## src/rtl/dccm_port_arbiter.sv

```systemverilog
// dccm_port_arbiter: LSU/DMA arbiter for the DCCM low-bank port with 1-cycle read response steering.
// Define DCCM_ARB_STARVE_EN to enable the DMA starvation counter and DMA_FORCE state.
module dccm_port_arbiter #(
  parameter int ADDR_W       = 16,
  parameter int DATA_W       = 39,
  parameter int DMA_MAX_WAIT = 8
) (
  input  logic              clock,
  input  logic              reset,
  input  logic              lsu_req_valid,
  input  logic              lsu_req_write,
  input  logic [ADDR_W-1:0] lsu_req_addr,
  input  logic [DATA_W-1:0] lsu_req_wdata,
  output logic              lsu_req_ready,
  input  logic              dma_req_valid,
  input  logic              dma_req_write,
  input  logic [ADDR_W-1:0] dma_req_addr,
  input  logic [DATA_W-1:0] dma_req_wdata,
  output logic              dma_req_ready,
  output logic              dccm_wren,
  output logic              dccm_rden,
  output logic [ADDR_W-1:0] dccm_wr_addr_lo,
  output logic [ADDR_W-1:0] dccm_rd_addr_lo,
  output logic [DATA_W-1:0] dccm_wr_data_lo,
  input  logic [DATA_W-1:0] dccm_rd_data_lo,
  output logic              lsu_rsp_valid,
  output logic              dma_rsp_valid,
  output logic [DATA_W-1:0] rsp_data,
  output logic              dma_starved
);
  logic force_dma;
  logic dma_win;
  logic lsu_win;
  logic win_write;
  logic lsu_rsp_q, lsu_rsp_d;
  logic dma_rsp_q, dma_rsp_d;
`ifdef DCCM_ARB_STARVE_EN
  localparam int CW = $clog2(DMA_MAX_WAIT + 1);
  localparam logic [CW-1:0] MAX_CNT = CW'(DMA_MAX_WAIT);
  typedef enum logic {NORMAL, DMA_FORCE} state_t;
  state_t state_q, state_d;
  logic [CW-1:0] wait_cnt_q, wait_cnt_d;
  always_ff @(posedge clock or posedge reset) begin
    if (reset) begin
      state_q    <= NORMAL;
      wait_cnt_q <= '0;
    end else begin
      state_q    <= state_d;
      wait_cnt_q <= wait_cnt_d;
    end
  end
  always_comb begin
    state_d    = (state_q == DMA_FORCE) ? (dma_win ? NORMAL : DMA_FORCE)
               : ((wait_cnt_q == MAX_CNT) && !dma_win) ? DMA_FORCE : NORMAL;
    wait_cnt_d = (dma_win || !dma_req_valid || force_dma) ? '0
               : (wait_cnt_q == MAX_CNT) ? wait_cnt_q : wait_cnt_q + 1'b1;
  end
  always_comb begin
    force_dma   = (state_q == DMA_FORCE);
    dma_starved = force_dma;
  end
`else
  logic unused_cfg;
  assign unused_cfg  = (DMA_MAX_WAIT != 0);
  assign force_dma   = 1'b0;
  assign dma_starved = 1'b0;
`endif
  // Idle cycles leave the LSU fields on the memory bus so DMA noise never toggles it.
  always_comb begin
    dma_win         = !reset && dma_req_valid && (force_dma || !lsu_req_valid);
    lsu_win         = !reset && lsu_req_valid && !dma_win;
    win_write       = dma_win ? dma_req_write : lsu_req_write;
    lsu_req_ready   = lsu_win;
    dma_req_ready   = dma_win;
    dccm_wren       = (lsu_win || dma_win) && win_write;
    dccm_rden       = (lsu_win || dma_win) && !win_write;
    dccm_wr_addr_lo = dma_win ? dma_req_addr : lsu_req_addr;
    dccm_rd_addr_lo = dma_win ? dma_req_addr : lsu_req_addr;
    dccm_wr_data_lo = dma_win ? dma_req_wdata : lsu_req_wdata;
    lsu_rsp_d       = lsu_win && !lsu_req_write;
    dma_rsp_d       = dma_win && !dma_req_write;
  end
  always_ff @(posedge clock or posedge reset) begin
    if (reset) begin
      lsu_rsp_q <= 1'b0;
      dma_rsp_q <= 1'b0;
    end else begin
      lsu_rsp_q <= lsu_rsp_d;
      dma_rsp_q <= dma_rsp_d;
    end
  end
  assign lsu_rsp_valid = lsu_rsp_q;
  assign dma_rsp_valid = dma_rsp_q;
  assign rsp_data      = dccm_rd_data_lo;
endmodule

```

## config.mk

```make
export PLATFORM = sky130hd
export DESIGN_NAME = dccm_port_arbiter
export DESIGN_NICKNAME = d
export VERILOG_FILES = /design/src/rtl/dccm_port_arbiter.sv
export SDC_FILE = /design/constraint.sdc
export NUM_CORES = 1
export LEC_CHECK = 0
export ABC_AREA = 1
export BUFFER_PORTS_ARGS = -buffer_cell sky130_fd_sc_hd__buf_2
export CAP_MARGIN = 20
export CORE_AREA = 2 2 105 107
export CTS_BUF_LIST = sky130_fd_sc_hd__clkbuf_16
export DETAILED_ROUTE_END_ITERATION = 16
export DIE_AREA = 0 0 107 109
export GPL_TIMING_DRIVEN = 0
export PLACE_DENSITY = 0.47
export SYNTH_ARGS = -nofsm -noshare
export SYNTH_HDL_FRONTEND = slang
export SYNTH_SLANG_ARGS = --single-unit
export TNS_END_PERCENT = 20
```

## constraint.sdc

```tcl
create_clock -name clock -period 3.5 [get_ports clock]
set_clock_uncertainty 0.2 [all_clocks]
set_input_delay 0.525 -clock clock [delete_from_list [all_inputs] [get_ports clock]]
set_output_delay 0.525 -clock clock [all_outputs]
set_load 0.02 [all_outputs]
```

==> summary.md, run 1 <==
| Metric | Value |
|---|---|
| Syn_nets | `411` |
| Final weighted congestion of routability-driven global placement | `0.755` |
| Via-to-Cell Ratio | `3.59` |
| Violation count after the first detailed-routing iteration | `70` |
| IO Port Bufs | `231` |
| Switching power of the nets | `0.000252 W` |
| Post-synthesis sequential area ratio | `0.0389` |
| Maximum clock rate | `331 MHz` |
| Vias in the first global route | `1908` |
| Placed instance area | `2620 µm²` |
| Remaining global-route overflow | `0` |
| Final Non-Filler Cells | `631` |
| Antenna fix cells | `0` |
| Critical path class | `primary input to output pin` |
| Clock tree from TritonCTS | `yes` |
| Post-Synthesis Cell Area | `1280 µm²` |
| Antenna violations before repair | `0` |
| Hpwl dp | `5.60 mm` |
| Fin Setup TNS | `0 ps` |
| Die Footprint | `11700 µm²` |
| Startpoint types | `primary input` |
| Number of top-level design ports | `272` |
| Maximum clock path buffer count | `2` |
| Final hold violation count | `0` |
| Number of cells produced by synthesis | `256` |
| Worst path setup slack after routing | `481 ps` |
| Unique cell type count in the Yosys netlist | `13` |
| Warnings, synthesis | `0` |
| Static leakage | `1.86 nW` |
| DRC violations left | `0` |
| Power density cells | `222 nW/µm²` |
| Sequential power share | `0.040` |
| Run status | `complete, no violations` |
| Critical path origin | `reset` |
| Die H | `109 µm` |
| Final Routed Wirelength | `6.34 mm` |
| Data required time at the worst endpoint | `2770 ps` |
| Critical path endpoint category | `output pin` |
| Clock transition at path regs | `30 ps` |
| Post-synthesis area per instance | `5.02 µm²` |
| Final setup violation count | `0` |
| Combinational power share | `0.673` |
| Core footprint | `10600 µm²` |
| Fin. max-slew vios | `0` |
| Global-route wire length before repair | `8.60 mm` |
| Peak supply drop | `0.107 mV` |
| Cell count after placement | `627` |
| Starting density of the core | `0.121` |
| Worst Hold Path EP | `lsu_rsp_valid$_DFF_PP0_` |
| Clock tree root driver cell | `clkbuf_16` |
| Filler cell count | `1222` |
| Share of layout cells above drive strength 1 | `0.623` |
| Tightest Hold Check Type | `primary input to register` |
| Die span in x | `107 µm` |
| Clock power share | `0.286` |
| Total number of clock tree sinks | `2` |
| Post-CTS Repair Setup Buffers | `0` |
| Post-route cell area | `2700 µm²` |
| Largest net degree at the start of global routing | `11` |
| ANT nets after route | `0` |
| Clock period minus final worst setup slack | `3020 ps` |
| Layout net count | `648` |
| Total clock buffers created by CTS | `3` |
| FP Rows | `38` |
| H-tree level count | `1` |
| Register bit count reported by yosys | `2` |
| DP Worst Slack | `979 ps` |
| Synth-to-layout area growth | `110%` |
| Startpoint of the worst hold path | `lsu_req_write` |
| Tcrit/Tclk final | `0.863` |
| Unrepaired setup endpoints after global routing | `false` |
| Pre-antenna DRT Iters | `3` |
| Maximum fanout along the worst path | `10` |
| Via count | `2266` |
| Switching share of total power | `0.420` |
| CTS Hold Bufs | `1` |
| # resized after CTS | `0` |
| Instance count along the most critical hold path | `2` |
| Routed length per instance | `10.0 µm` |
| Tot GR Track Use | `0.0932` |
| Int Power | `0.000349 W` |
| CP arrival | `2290 ps` |
| Max_cap viols | `0` |
## synth_stat cells (all sizes together)
library cell | n | share of area
nor2 | 5 | 0.015
inv | 7 | 0.020
nand2 | 169 | 0.49
conb | 1 | 0.0029
nor3 | 1 | 0.0039
buf | 68 | 0.41
nand3 | 2 | 0.012
nand4 | 1 | 0.0049
dfrtp | 2 | 0.039
## through the flow
stage                     hold slack (ps)  power [W]  utilization
final                                 294   0.000601        0.255
after global routing                  313   0.000641        0.255
after CTS                             295   0.000609        0.255
after detailed placement              216   0.000433        0.247
after global placement                216   0.000432        0.247
after floorplan                      68.2   0.000269            -
## critical path, stage by stage
cell	delay, ps
dlygate4sd3_1	530
buf_2	150
inv_2	90
nand3_2	150
inv_2	100
buf_6	170
buf_6	150
nand2_1	50
nand2_1	110
buf_4	120
buf_2	140
## cells by family after synthesis
family | count (synthesis) | share of synthesized area
buffers and inverters | 75 | 0.429
other | 1 | 0.00292
and+or+nand+nor | 178 | 0.529
DFF | 2 | 0.0389
## worst max-delay path by stage
| stage | end | slack, ps | cells past startpoint |
|---|---|---|---|
| final | dccm_wr_addr_lo[13] | 480 | 11 |
| after global routing | dccm_wr_addr_lo[14] | 340 | 11 |
| after CTS | dccm_wr_addr_lo[13] | 410 | 11 |
| after detailed placement | dccm_wr_addr_lo[13] | 980 | 10 |
| after global placement | dccm_wr_addr_lo[13] | 1000 | 10 |
| after floorplan | dccm_wr_addr_lo[10] | 1370 | 8 |
## routing by layer
| layer | vias up | GRT usage | wire (µm) |
|---|---|---|---|
| met2 | 161 | 0.204 | 3450 |
| met1 | 929 | 0.0898 | 2150 |
| li1 | 1171 | - | - |
| met5 | - | 0 | 0 |
| met4 | 0 | 0.0223 | 55 |
| met3 | 5 | 0.0114 | 690 |
## final cells by class
cell class / count / area, µm² / area share
multi-input cells: 179 / 683 / 0.253
plain buffers: 68 / 526 / 0.195
repair buffers: 232 / 1170 / 0.432
clock buffers: 3 / 75.1 / 0.0278
inverters: 7 / 26.3 / 0.00973
flip-flops and latches: 2 / 50.0 / 0.0185
well taps: 140 / 175 / 0.0648
## power by group through the flow
| stage | combinational (W) | sequential [W] | clock (W) |
|---|---|---|---|
| after floorplan | 0.000243 | 0.0000254 | 0 |
| after global placement | 0.000407 | 0.0000244 | 0 |
| after detailed placement | 0.000408 | 0.0000245 | 0 |
| after CTS | 0.000410 | 0.0000243 | 0.000175 |
| after global routing | 0.000439 | 0.0000243 | 0.000177 |
| final | 0.000405 | 0.0000242 | 0.000172 |
## sequential cells by signal, indices dropped and copies added, names as in the netlist
name / count
lsu_rsp_valid: 1
dma_rsp_valid: 1
## layout by cell type (no fill, tap or decap), drive strengths merged
cell         instances
dfrtp                2
clkbuf               3
nand3                2
inv                  7
dlygate4sd3          1
nand2              169
buf                299
nand4                1
nor3                 1
nor2                 5
conb                 1
Power figures use the tool's default switching activity.
==> run 2: changes to the inputs <==
Settings changed: GPL_TIMING_DRIVEN 0 to default.
==> summary.md, run 2 (synthesized netlist as in run 1, its figures left out) <==
| Metric | Value |
|---|---|
| Startpoint types | `primary input` |
| Data required time at the worst endpoint | `2770 ps` |
| Vias in the first global route | `1506` |
| Clock period minus final worst setup slack | `3150 ps` |
| Commonest cells after routing, fill and taps aside | `192 x buf_2, 169 x nand2_1, 5 x nor2_1` |
| Max_cap viols | `0` |
| Clock tree from TritonCTS | `yes` |
| Largest net degree at the start of global routing | `58` |
| Antenna violations before repair | `0` |
| Final Routed Wirelength | `5.01 mm` |
| Hpwl dp | `4.24 mm` |
| Tcrit/Tclk final | `0.899` |
| Layout net count | `544` |
| H-tree level count | `1` |
| Final hold violation count | `0` |
| Core footprint | `10600 µm²` |
| Number of top-level design ports | `272` |
| Post-Route Utilization | `0.189` |
| CTS Hold Bufs | `1` |
| Worst hold slack across all endpoints | `303 ps` |
| Critical path origin | `reset` |
| Worst path setup slack after routing | `354 ps` |
| FP Rows | `38` |
| Post-CTS Repair Setup Buffers | `0` |
| Remaining global-route overflow | `0` |
| DP Worst Slack | `869 ps` |
| Antenna fix cells | `0` |
| CP arrival | `2420 ps` |
| Maximum fanout along the worst path | `33` |
| Instance count along the most critical hold path | `2` |
| Critical path endpoint category | `output pin` |
| Via-to-Cell Ratio | `3.55` |
| IO Port Bufs | `192` |
| Met2 wire length | `2.63 mm` |
| Filler cell count | `1214` |
| Maximum clock rate | `318 MHz` |
| Setup crit end | `dccm_rd_addr_lo[10]` |
| Die span in x | `107 µm` |
| Clock transition at path regs | `30 ps` |
| DR top layer | `met4` |
| Share of layout cells above drive strength 1 | `0.522` |
| Final weighted congestion of routability-driven global placement | `0.702` |
| Total length of routed met3 wires | `579 µm` |
| Pre-antenna DRT Iters | `4` |
| Total clock buffers created by CTS | `3` |
| Starting density of the core | `0.121` |
| Run status | `complete, no violations` |
| Clock tree root driver cell | `clkbuf_16` |
| Tot GR Track Use | `0.0733` |
| Cell count after placement | `523` |
| Met1 Routed Length | `1.54 mm` |
| Routed length per instance | `9.50 µm` |
| Via count | `1872` |
| Power density cells | `240 nW/µm²` |
| ANT nets after route | `0` |
| Slew of the pin with the lowest slew margin | `574 ps` |
| Tightest Hold Check Type | `primary input to register` |
| Global-route wire length before repair | `6.74 mm` |
| Final setup violation count | `0` |
| Violation count after the first detailed-routing iteration | `43` |
| Final Non-Filler Cells | `527` |
| Total number of clock tree sinks | `2` |
| Peak supply drop | `0.113 mV` |
| Fin. max-slew vios | `0` |
| Commonest non-fill, non-tap cell in the layout | `buf_2` |
| Worst slew margin relative to its limit | `0.617` |
| Critical path class | `primary input to output pin` |
| Die Footprint | `11700 µm²` |
| Fin Setup TNS | `0 ps` |
| Synth-to-layout area growth | `55.9%` |
| Static leakage | `1.39 nW` |
| Unrepaired setup endpoints after global routing | `false` |
| DRC violations left | `0` |
| # resized after CTS | `0` |
| Maximum clock path buffer count | `2` |
| Die H | `109 µm` |
-- run 2: where the power goes --
| group | internal [W] | leakage [nW] | switching [W] |
|---|---|---|---|
| sequential | 0.0000240 | 0.0272 | 0.000000207 |
| combinational | 0.000114 | 1.33 | 0.000174 |
| clock | 0.000145 | 0.0370 | 0.0000233 |
-- run 2: worst min-delay path by stage --
stage,start,end,slack (ps)
floorplan,reset,dma_rsp_valid$_DFF_PP0_,70
global placement,reset,lsu_rsp_valid$_DFF_PP0_,210
detailed placement,reset,lsu_rsp_valid$_DFF_PP0_,220
CTS,lsu_req_write,lsu_rsp_valid$_DFF_PP0_,300
global route,lsu_req_write,lsu_rsp_valid$_DFF_PP0_,320
finish,lsu_req_write,lsu_rsp_valid$_DFF_PP0_,300
-- run 2: cell type report --
cell class | count | area, µm² | share of cell area
multi-input combinational | 179 | 683 | 0.341
tap | 140 | 175 | 0.0874
inverter | 7 | 26.3 | 0.0131
clock buffer | 3 | 75.1 | 0.0375
sequential | 2 | 50.0 | 0.0250
timing repair buffer | 196 | 993 | 0.496
-- run 2: worst max-delay path, stage by stage --
cell           delay, ps
dlygate4sd3_1        530
buf_2                140
inv_2                 80
nand3_2               80
inv_2                430
buf_4                290
nand2_1               70
nand2_1               90
buf_2                170
-- run 2: per-stage QoR --
step           total power, W  area [µm²]
5_1_grt              0.000517        2000
3_5_place_dp         0.000314        1920
4_1_cts              0.000488        2000
6_report             0.000481        2000
3_3_place_gp         0.000314        1920
2_1_floorplan        0.000269        1280
-- run 2: metal layers --
metal,vias to the layer above,track usage
met1,749,0.0608
li1,963,-
met2,134,0.157
met3,26,0.0132
met5,-,0
met4,0,0.0436
